<file path="src/rtl/pc_seq_pkg.sv">
// Shared types and constants for the program-counter sequencer.
// Optional build macro PC_MISALIGN_TRAP_EN is consumed by next_pc_sel and pc_sequencer.
package pc_seq_pkg;

    localparam int PC_W        = 32;
    localparam int INSTR_BYTES = 4;

    typedef enum logic [1:0] {
        IDLE   = 2'd0,
        FETCH  = 2'd1,
        EXEC   = 2'd2,
        HALTED = 2'd3
    } state_t;

    typedef enum logic [1:0] {
        SEQ = 2'd0,
        BR  = 2'd1,
        J   = 2'd2,
        JR  = 2'd3
    } redirect_t;

    // Clears the byte-offset bits so a target is always word aligned.
    function automatic logic [PC_W-1:0] word_align(input logic [PC_W-1:0] addr);
        return addr & ~PC_W'(INSTR_BYTES - 1);
    endfunction

endpackage

</file>
<file path="src/rtl/next_pc_sel.sv">
// Combinational next-PC selection: jump_reg > jump > branch_taken > sequential.
// With PC_MISALIGN_TRAP_EN defined it also flags a jump-register to a non-word address.
module next_pc_sel
    import pc_seq_pkg::*;
(
    input  logic [PC_W-1:0] pc_plus4,
    input  logic            branch_taken,
    input  logic [15:0]     branch_offset,
    input  logic            jump,
    input  logic [25:0]     jump_target,
    input  logic            jump_reg,
    input  logic [PC_W-1:0] jr_addr,
`ifdef PC_MISALIGN_TRAP_EN
    output logic            misalign,
`endif
    output logic [PC_W-1:0] next_pc
);

    redirect_t       sel;
    logic [PC_W-1:0] branch_disp;

    // Word offset sign-extended and scaled to bytes; the add wraps modulo 2^32.
    assign branch_disp = {{14{branch_offset[15]}}, branch_offset, 2'b00};

    always_comb begin
        sel = SEQ;
        if (jump_reg) begin
            sel = JR;
        end else if (jump) begin
            sel = J;
        end else if (branch_taken) begin
            sel = BR;
        end
    end

    always_comb begin
        next_pc = pc_plus4;
        case (sel)
            JR:      next_pc = word_align(jr_addr);
            J:       next_pc = {pc_plus4[31:28], jump_target, 2'b00};
            BR:      next_pc = pc_plus4 + branch_disp;
            default: next_pc = pc_plus4;
        endcase
    end

`ifdef PC_MISALIGN_TRAP_EN
    assign misalign = jump_reg && (jr_addr[1:0] != 2'b00);
`endif

endmodule

</file>
<file path="src/rtl/pc_sequencer.sv">
// Program counter and fetch sequencer: IDLE -> FETCH (req/ack) -> EXEC -> FETCH ..., HALTED until reset.
// Optional build macro PC_MISALIGN_TRAP_EN adds the sticky misalign_err output.
module pc_sequencer
    import pc_seq_pkg::*;
#(
    parameter logic [31:0] RESET_PC        = 32'h0000_0000,
    parameter bit          HALT_ON_ZERO_JR = 1'b0
) (
    input  logic        clk,
    input  logic        reset,
    output logic        imem_req,
    output logic [31:0] imem_addr,
    input  logic        imem_ack,
    output logic        instr_valid,
    input  logic        stall,
    input  logic        branch_taken,
    input  logic [15:0] branch_offset,
    input  logic        jump,
    input  logic [25:0] jump_target,
    input  logic        jump_reg,
    input  logic [31:0] jr_addr,
    input  logic        halt,
`ifdef PC_MISALIGN_TRAP_EN
    output logic        misalign_err,
`endif
    output logic [31:0] pc,
    output logic [31:0] pc_plus4,
    output logic        halted
);

    state_t          state_reg, state_next;
    logic [PC_W-1:0] pc_reg, pc_next;
    logic [PC_W-1:0] next_pc;
    logic            jr_zero;
`ifdef PC_MISALIGN_TRAP_EN
    logic            misalign;
    logic            err_reg, err_next;
`endif

    assign pc_plus4 = pc_reg + PC_W'(INSTR_BYTES);
    assign jr_zero  = (word_align(jr_addr) == '0);

    next_pc_sel u_next_pc_sel (
        .pc_plus4      (pc_plus4),
        .branch_taken  (branch_taken),
        .branch_offset (branch_offset),
        .jump          (jump),
        .jump_target   (jump_target),
        .jump_reg      (jump_reg),
        .jr_addr       (jr_addr),
`ifdef PC_MISALIGN_TRAP_EN
        .misalign      (misalign),
`endif
        .next_pc       (next_pc)
    );

    always_ff @(posedge clk) begin
        if (reset) begin
            state_reg <= IDLE;
            pc_reg    <= RESET_PC;
`ifdef PC_MISALIGN_TRAP_EN
            err_reg   <= 1'b0;
`endif
        end else begin
            state_reg <= state_next;
            pc_reg    <= pc_next;
`ifdef PC_MISALIGN_TRAP_EN
            err_reg   <= err_next;
`endif
        end
    end

    always_comb begin
        state_next = state_reg;
        pc_next    = pc_reg;
`ifdef PC_MISALIGN_TRAP_EN
        err_next   = err_reg;
`endif
        case (state_reg)
            IDLE:  state_next = FETCH;
            FETCH: if (imem_ack) state_next = EXEC;
            EXEC: begin
                // A stalled EXEC ignores every redirect and halt input.
                if (!stall) begin
                    if (halt) begin
                        state_next = HALTED;
`ifdef PC_MISALIGN_TRAP_EN
                    end else if (misalign) begin
                        state_next = HALTED;
                        err_next   = 1'b1;
`endif
                    end else if (HALT_ON_ZERO_JR && jump_reg && jr_zero) begin
                        state_next = HALTED;
                    end else begin
                        pc_next    = next_pc;
                        state_next = FETCH;
                    end
                end
            end
            HALTED:  state_next = HALTED;
            default: state_next = IDLE;
        endcase
    end

    assign imem_req    = (state_reg == FETCH);
    assign imem_addr   = pc_reg;
    assign instr_valid = (state_reg == EXEC);
    assign halted      = (state_reg == HALTED);
    assign pc          = pc_reg;
`ifdef PC_MISALIGN_TRAP_EN
    assign misalign_err = err_reg;
`endif

endmodule
</file>
<file path="config.mk">
export PLATFORM = sky130hd
export DESIGN_NAME = pc_sequencer
export DESIGN_NICKNAME = d
export VERILOG_FILES = /design/src/rtl/pc_seq_pkg.sv /design/src/rtl/next_pc_sel.sv /design/src/rtl/pc_sequencer.sv
export SDC_FILE = /design/constraint.sdc
export NUM_CORES = 1
export LEC_CHECK = 0
export ABC_AREA = 1
export BUFFER_PORTS_ARGS = -buffer_cell sky130_fd_sc_hd__buf_2
export CORE_AREA = 4 4 105 107
export CTS_CLUSTER_DIAMETER = 120
export DETAILED_ROUTE_END_ITERATION = 8
export DIE_AREA = 0 0 109 111
export PLACE_DENSITY_LB_ADDON = 0.2
export SYNTH_ARGS = -nofsm -noshare
export SYNTH_HDL_FRONTEND = slang
export SYNTH_SLANG_ARGS = --single-unit
</file>
<file path="constraint.sdc">
create_clock -name clk -period 3.5 [get_ports clk]
set_input_delay 1.05 -clock clk [delete_from_list [all_inputs] [get_ports clk]]
set_output_delay 1.05 -clock clk [all_outputs]
set_load 0.02 [all_outputs]
</file>
==> flow_summary.yaml, run 1 <==
floorplan:
  die_w_um: 109
  dieArea_um2: 12100
  num_rows: 37
  coreArea_um2: 10100
  die_y_um: 111
  initial_core_util_pct: 51.0
  io_pins: 181
grt:
  grt_max_degree: 38
  grt.overflow.total: 0
  first_global_vias: 6000
  grt_pass1_wl_mm: 29.2
  track_usage_pct: 30.3
  antenna_found_initial: 0
synth:
  yosysMostFrequentCell: "nand2_1"
  netlist.area_leader.share_pct: 21.7
  synth_enable_flop_cells: 0
  synth_warnings: 0
  synth_cell_types: 44
  synth.area.top_cells: "nand2_1 (22%), dfxtp_1 (12%), inv_1 (9.7%), ha_1 (8.2%), a21oi_1 (7.7%)"
  synth_area_um2: 5170
  synth_area_per_cell_um2: 5.57
  ys_seq_area_share_pct: 12.4
  synth_cells: 928
  synth_largest_area_cell: "nand2_1"
  yosys-top-cells-count: "nand2_1 (299), inv_1 (133), a21oi_1 (80), nor2_1 (70), nand3_1 (62)"
  synth_seq_cells: 32
  synthFlopType: "dfxtp_1"
  async_flop_share_pct: 0
critical_path:
  worst_setup_path_end_kind: "register"
  max_stage_delay_ns: 0.40
  critPathRequiredTime_ns: 3.68
  crit_slowest_cell: "ha_1"
  cp_cell_sequence: "ha_2 > nand2_1 > nor2_1 > nand2_1 > nor2_1 > xor2_1 > inv_1 > ha_1 > nand2_1 > nor2_1 > inv_1 > nor2_1 > nand4_1 > nand3_1 > nand2_1 > nand3_1 > nand2_1 > nand2_1 > a21oi_1"
  ff2ff_setup_slack_ns: 0.20
  critPathMaxFanout: 6
  start_kind: "register"
  path_class: "reg2reg"
  cp_common_cell: "nand2_1"
  arrival_ns: 3.47
sta:
  setup_viol: 0
  finClkSkew_ns: 0.00540
  min_period_over_period_pct: 94.2
  slew_headroom_pct: 55.7
  fmax_mhz: 303
  worstMarginPinSlew_ns: 0.663
  finalHoldViolCount: 0
  layout_setup_ws_ns: 0.204
  tns_ns: 0
  whs_ns: 0.507
  slew_viol_final: 0
  timing.final.crit_period_ns: 3.30
  rsz0062_at_grt: "no"
placed_design:
  placed_cell_area_um2: 6020
  detailed_place_hpwl_mm: 15.6
  place_congestion: 1.02
  portBuffers: 172
  dpl_worst_slack_ns: 0.251
drt:
  drtAntennaViolNets: 0
  first_pass_iters: 5
  drtIter0Drc: 478
  vias: 6332
  vias_per_cell: 5.22
  wl_mm: 18.6
  routed.top_layer: "met4"
  wl_met2_mm: 8.21
  met1Wirelength_mm: 7.97
  route.met3.wl_mm: 1.75
  drc: 0
  wl_per_cell_um: 15.3
clock_network:
  path_clk_slew_ns: 0.07
  clockRootBuffer: "clkbuf_8"
  h-tree-depth: 2
  clk_latency_ns: 0.30
  cts_setup_buffers: 0
  clk_path_buf_depth: 2
  numCtsBuffers: 5
  cts_sinks: 32
  cts_tree: "built"
hold_path:
  hold_path_class: "reg2reg"
finish:
  antenna_cells: 0
  nets: 1194
  area_delta_synth_final_pct: 18.9
  final_area_um2: 6150
  drive_gt1_share_pct: 22.5
  largest_register_ff_count: 30
  fill_cells: 1084
power:
  irDropWorstVdd_v: 0.000244
  power_density_nw_per_um2: 190
  leakage_nw: 3.54
  p_total_mw: 1.17
job:
  cap_violations: 0
run_status:
  outcome: "finished clean"
[power breakdown]
group          switching (mW)  internal (mW)
combinational           0.245          0.140
sequential             0.0121          0.372
clock                   0.148          0.251
total                   0.405          0.763
[cells by family (layout without fill, tap and decap cells)]
kind of cell | after synthesis | after routing | share of synthesized area [%]
other | 1 | 6 | 0.0725
buffers and inverters | 193 | 338 | 16.8
and+or+nand+nor | 503 | 503 | 42.8
adders and majority gates | 35 | 35 | 8.61
AOI/OAI and AO/OA | 143 | 143 | 15.8
xor gates and xnor gates | 21 | 21 | 3.56
DFF | 32 | 32 | 12.4
[through the flow]
step | std cells | util [%]
2_1_floorplan | 933 | -
3_3_place_gp | 1206 | 59.3
3_5_place_dp | 1206 | 59.3
4_1_cts | 1214 | 60.6
5_1_grt | 1214 | 60.7
6_report | 1214 | 60.7
[worst max-delay path: cells and delay by family, from the launching register on]
family | cells | cell delay (ns)
adder cells (fa/ha/maj) | 2 | 0.66
flip-flops | 1 | 0.37
buffers and inverters | 2 | 0.22
AO/OA/AOI/OAI | 1 | 0.06
XOR/XNOR | 1 | 0.21
AND/OR/NAND/NOR | 13 | 1.68
[final cells by class]
| type | instances | area (µm²) | share of cell area [%] |
|---|---|---|---|
| Clock inverter | 1 | 30.0 | 0.488 |
| Clock buffer | 7 | 96.3 | 1.57 |
| Tap cell | 136 | 170 | 2.77 |
| Timing Repair Buffer | 191 | 1000 | 16.3 |
| Sequential cell | 32 | 641 | 10.4 |
| Inverter | 139 | 522 | 8.48 |
| Multi-Input combinational cell | 708 | 3690 | 60.0 |
[cell usage in the layout (no fill, tap or decap), types with 3 or more instances in the layout]
cell / count
nand4_1: 18
dfxtp_1: 32
o21ai_0: 28
a31oi_1: 3
nor2_2: 10
nor3_1: 11
nand3_1: 62
o21ai_1: 6
o21bai_1: 6
nand2_2: 6
ha_1: 33
xnor2_1: 5
nor3_2: 5
conb_1: 6
nor2_4: 3
xor2_1: 16
a21oi_1: 79
inv_2: 6
inv_1: 133
a221o_1: 8
nand2_1: 299
nor2_1: 69
clkbuf_8: 7
o221ai_1: 3
or2_2: 5
nand3b_1: 6
buf_2: 172
buf_4: 19
[what timing repair did]
item                       in CTS  in global routing
setup endpoints to repair       0                  5
gates resized for setup         0                  4
hold buffers                    0                  0
[routing by layer]
metal,up-vias,track usage (%)
li1,3245,-
met1,2721,39.5
met2,314,48.5
met3,52,5.77
met4,0,12.0
met5,-,0
[path summary, 6_finish.rpt]
path / startpoint / end / cells past startpoint
setup / recovery: imem_addr[2] / imem_addr[22] / 19
hold / removal: imem_addr[14] / imem_addr[14] / 2
setup reg to reg: imem_addr[2] / imem_addr[22] / 19
hold reg to reg: imem_addr[14] / imem_addr[14] / 2
Note: power is estimated with default switching activity, not from simulation.
==> run 2, diff against run 1 <==
- CORE_AREA: 4 4 105 107 -> 4 4 97 117
- DIE_AREA: 0 0 109 111 -> 0 0 101 121
- GPL_ROUTABILITY_DRIVEN: not set -> 0
==> run 2 against run 1 <==
Effect of this change: die area up 1.0%; first-iteration DRC count is 18% lower; setup slack gained 0.10 ns; largest power group unchanged; critical endpoint is now imem_addr[29]; clock power up 15%.
==> flow_summary.yaml, run 2 (same netlist as run 1, synthesis figures left out) <==
drt:
  vias: 6498
  drtAntennaViolNets: 0
  first_pass_iters: 5
  drtIter0Drc: 393
  vias_per_cell: 5.37
  wl_mm: 18.3
  wl_per_cell_um: 15.1
  drc: 0
critical_path:
  critPathMaxFanout: 6
  path_class: "reg2reg"
  critPathRequiredTime_ns: 3.68
  worst_setup_path_end_kind: "register"
  ff2ff_setup_slack_ns: 0.31
  arrival_ns: 3.37
  path_buf_inv: 2
  cp_cell_sequence: "ha_2 > nand2_1 > nor2_2 > nand2_1 > nor2_1 > xor2_1 > inv_1 > ha_1 > a21oi_2 > o21ai_0 > a21oi_1 > nor2_1 > nor2_1 > nand3_1 > nand3_1 > nand3_1 > nand2_1 > inv_1"
  max_stage_delay_ns: 0.37
  crit_slowest_cell: "ha_1"
  cp_top_family: "simple AND/OR/NAND/NOR gates"
  start_kind: "register"
  path_depth: 18
  ff2ff_path_depth: 18
power:
  p_total_mw: 1.23
  power_density_nw_per_um2: 197
  irDropWorstVdd_v: 0.000275
  leakage_nw: 3.57
sta:
  worstMarginPinSlew_ns: 0.628
  setup_viol: 0
  finClkSkew_ns: 0.00545
  timing.final.crit_period_ns: 3.19
  rsz0062_at_grt: "yes"
  slew_headroom_pct: 58.1
  slew_viol_final: 0
  min_period_over_period_pct: 91.2
  finalHoldViolCount: 0
  layout_setup_ws_ns: 0.307
  fmax_mhz: 313
hold_path:
  min_delay_path_depth: 2
  hold_path_class: "reg2reg"
clock_network:
  cts_hold_buf: 0
  ctsResizeCount: 0
  h-tree-depth: 2
  clockRootBuffer: "clkbuf_16"
  clk_latency_ns: 0.28
  cts_setup_buffers: 0
  cts_sinks: 32
  numCtsBuffers: 5
  path_clk_slew_ns: 0.05
  cts_tree: "built"
  clk_path_buf_depth: 2
finish:
  post-route-util_pct: 60.4
  layout_common_cells: "nand2_1 (299), buf_2 (172), inv_1 (133)"
  area_delta_synth_final_pct: 20.4
  nets: 1197
  final_common_cell: "nand2_1"
  fin_cells: 1209
  drive_gt1_share_pct: 24.0
  fill_cells: 1085
  antenna_cells: 0
  largest_register_ff_count: 30
floorplan:
  dieArea_um2: 12200
  coreArea_um2: 10300
  die_w_um: 101
  num_rows: 41
  initial_core_util_pct: 50.2
  io_pins: 181
  die_y_um: 121
run_status:
  outcome: "finished clean"
grt:
  grt_max_degree: 38
  antenna_found_initial: 0
  grt.overflow.total: 0
  track_usage_pct: 29.7
  grt_pass1_wl_mm: 28.8
  first_global_vias: 6015
job:
  cap_violations: 0
placed_design:
  portBuffers: 172
  dpl_worst_slack_ns: 0.257
  detailed_place_hpwl_mm: 15.3
  dp_cells: 1202
-- run 2: cell type report --
type	count	area, µm²	area share, %
Tap cell	129	161	2.59
Timing Repair Buffer	194	1030	16.5
Clock buffer	7	153	2.45
Sequential cell	32	646	10.4
Multi-Input combinational cell	708	3720	59.7
Inverter	139	522	8.38
-- run 2: path summary, 6_finish.rpt --
check | from | to
setup / recovery | imem_addr[2] | imem_addr[29]
hold / removal | imem_addr[13] | imem_addr[13]
setup reg to reg | imem_addr[2] | imem_addr[29]
hold reg to reg | imem_addr[13] | imem_addr[13]
-- run 2: routing by layer --
metal / vias to the layer above / global-route usage (%) / part of all wire (%)
li1: 3255 / - / -
met2: 278 / 50.2 / 48
met3: 49 / 1.96 / 7.6
met5: - / 0 / 0
met4: 0 / 12.8 / 4.2
met1: 2916 / 38.6 / 41
-- run 2: where the power goes --
| part | switching [mW] | total [mW] | internal [mW] |
|---|---|---|---|
| Combinational | 0.241 | 0.384 | 0.143 |
| Sequential | 0.0117 | 0.385 | 0.373 |
| Clock | 0.160 | 0.459 | 0.298 |
-- run 2: through the flow --
step | cell area [µm²] | TNS (ns) | hold slack [ns]
finish | 6230 | 0 | 0.521
global placement | 6030 | 0 | 0.510
detailed placement | 6030 | 0 | 0.520
CTS | 6180 | 0 | 0.533
floorplan | 5190 | 0 | 0.499
global route | 6230 | -0.00218 | 0.540
-- run 2: worst register-to-register path: stages (launching register included) --
cell and delay [ns]:
dfxtp_1 0.34, ha_2 0.25, nand2_1 0.13, nor2_2 0.15
nand2_1 0.13, nor2_1 0.15, xor2_1 0.22, inv_1 0.13
ha_1 0.37, a21oi_2 0.19, o21ai_0 0.13, a21oi_1 0.24
nor2_1 0.08, nor2_1 0.15, nand3_1 0.09, nand3_1 0.10
nand3_1 0.12, nand2_1 0.09, inv_1 0.04
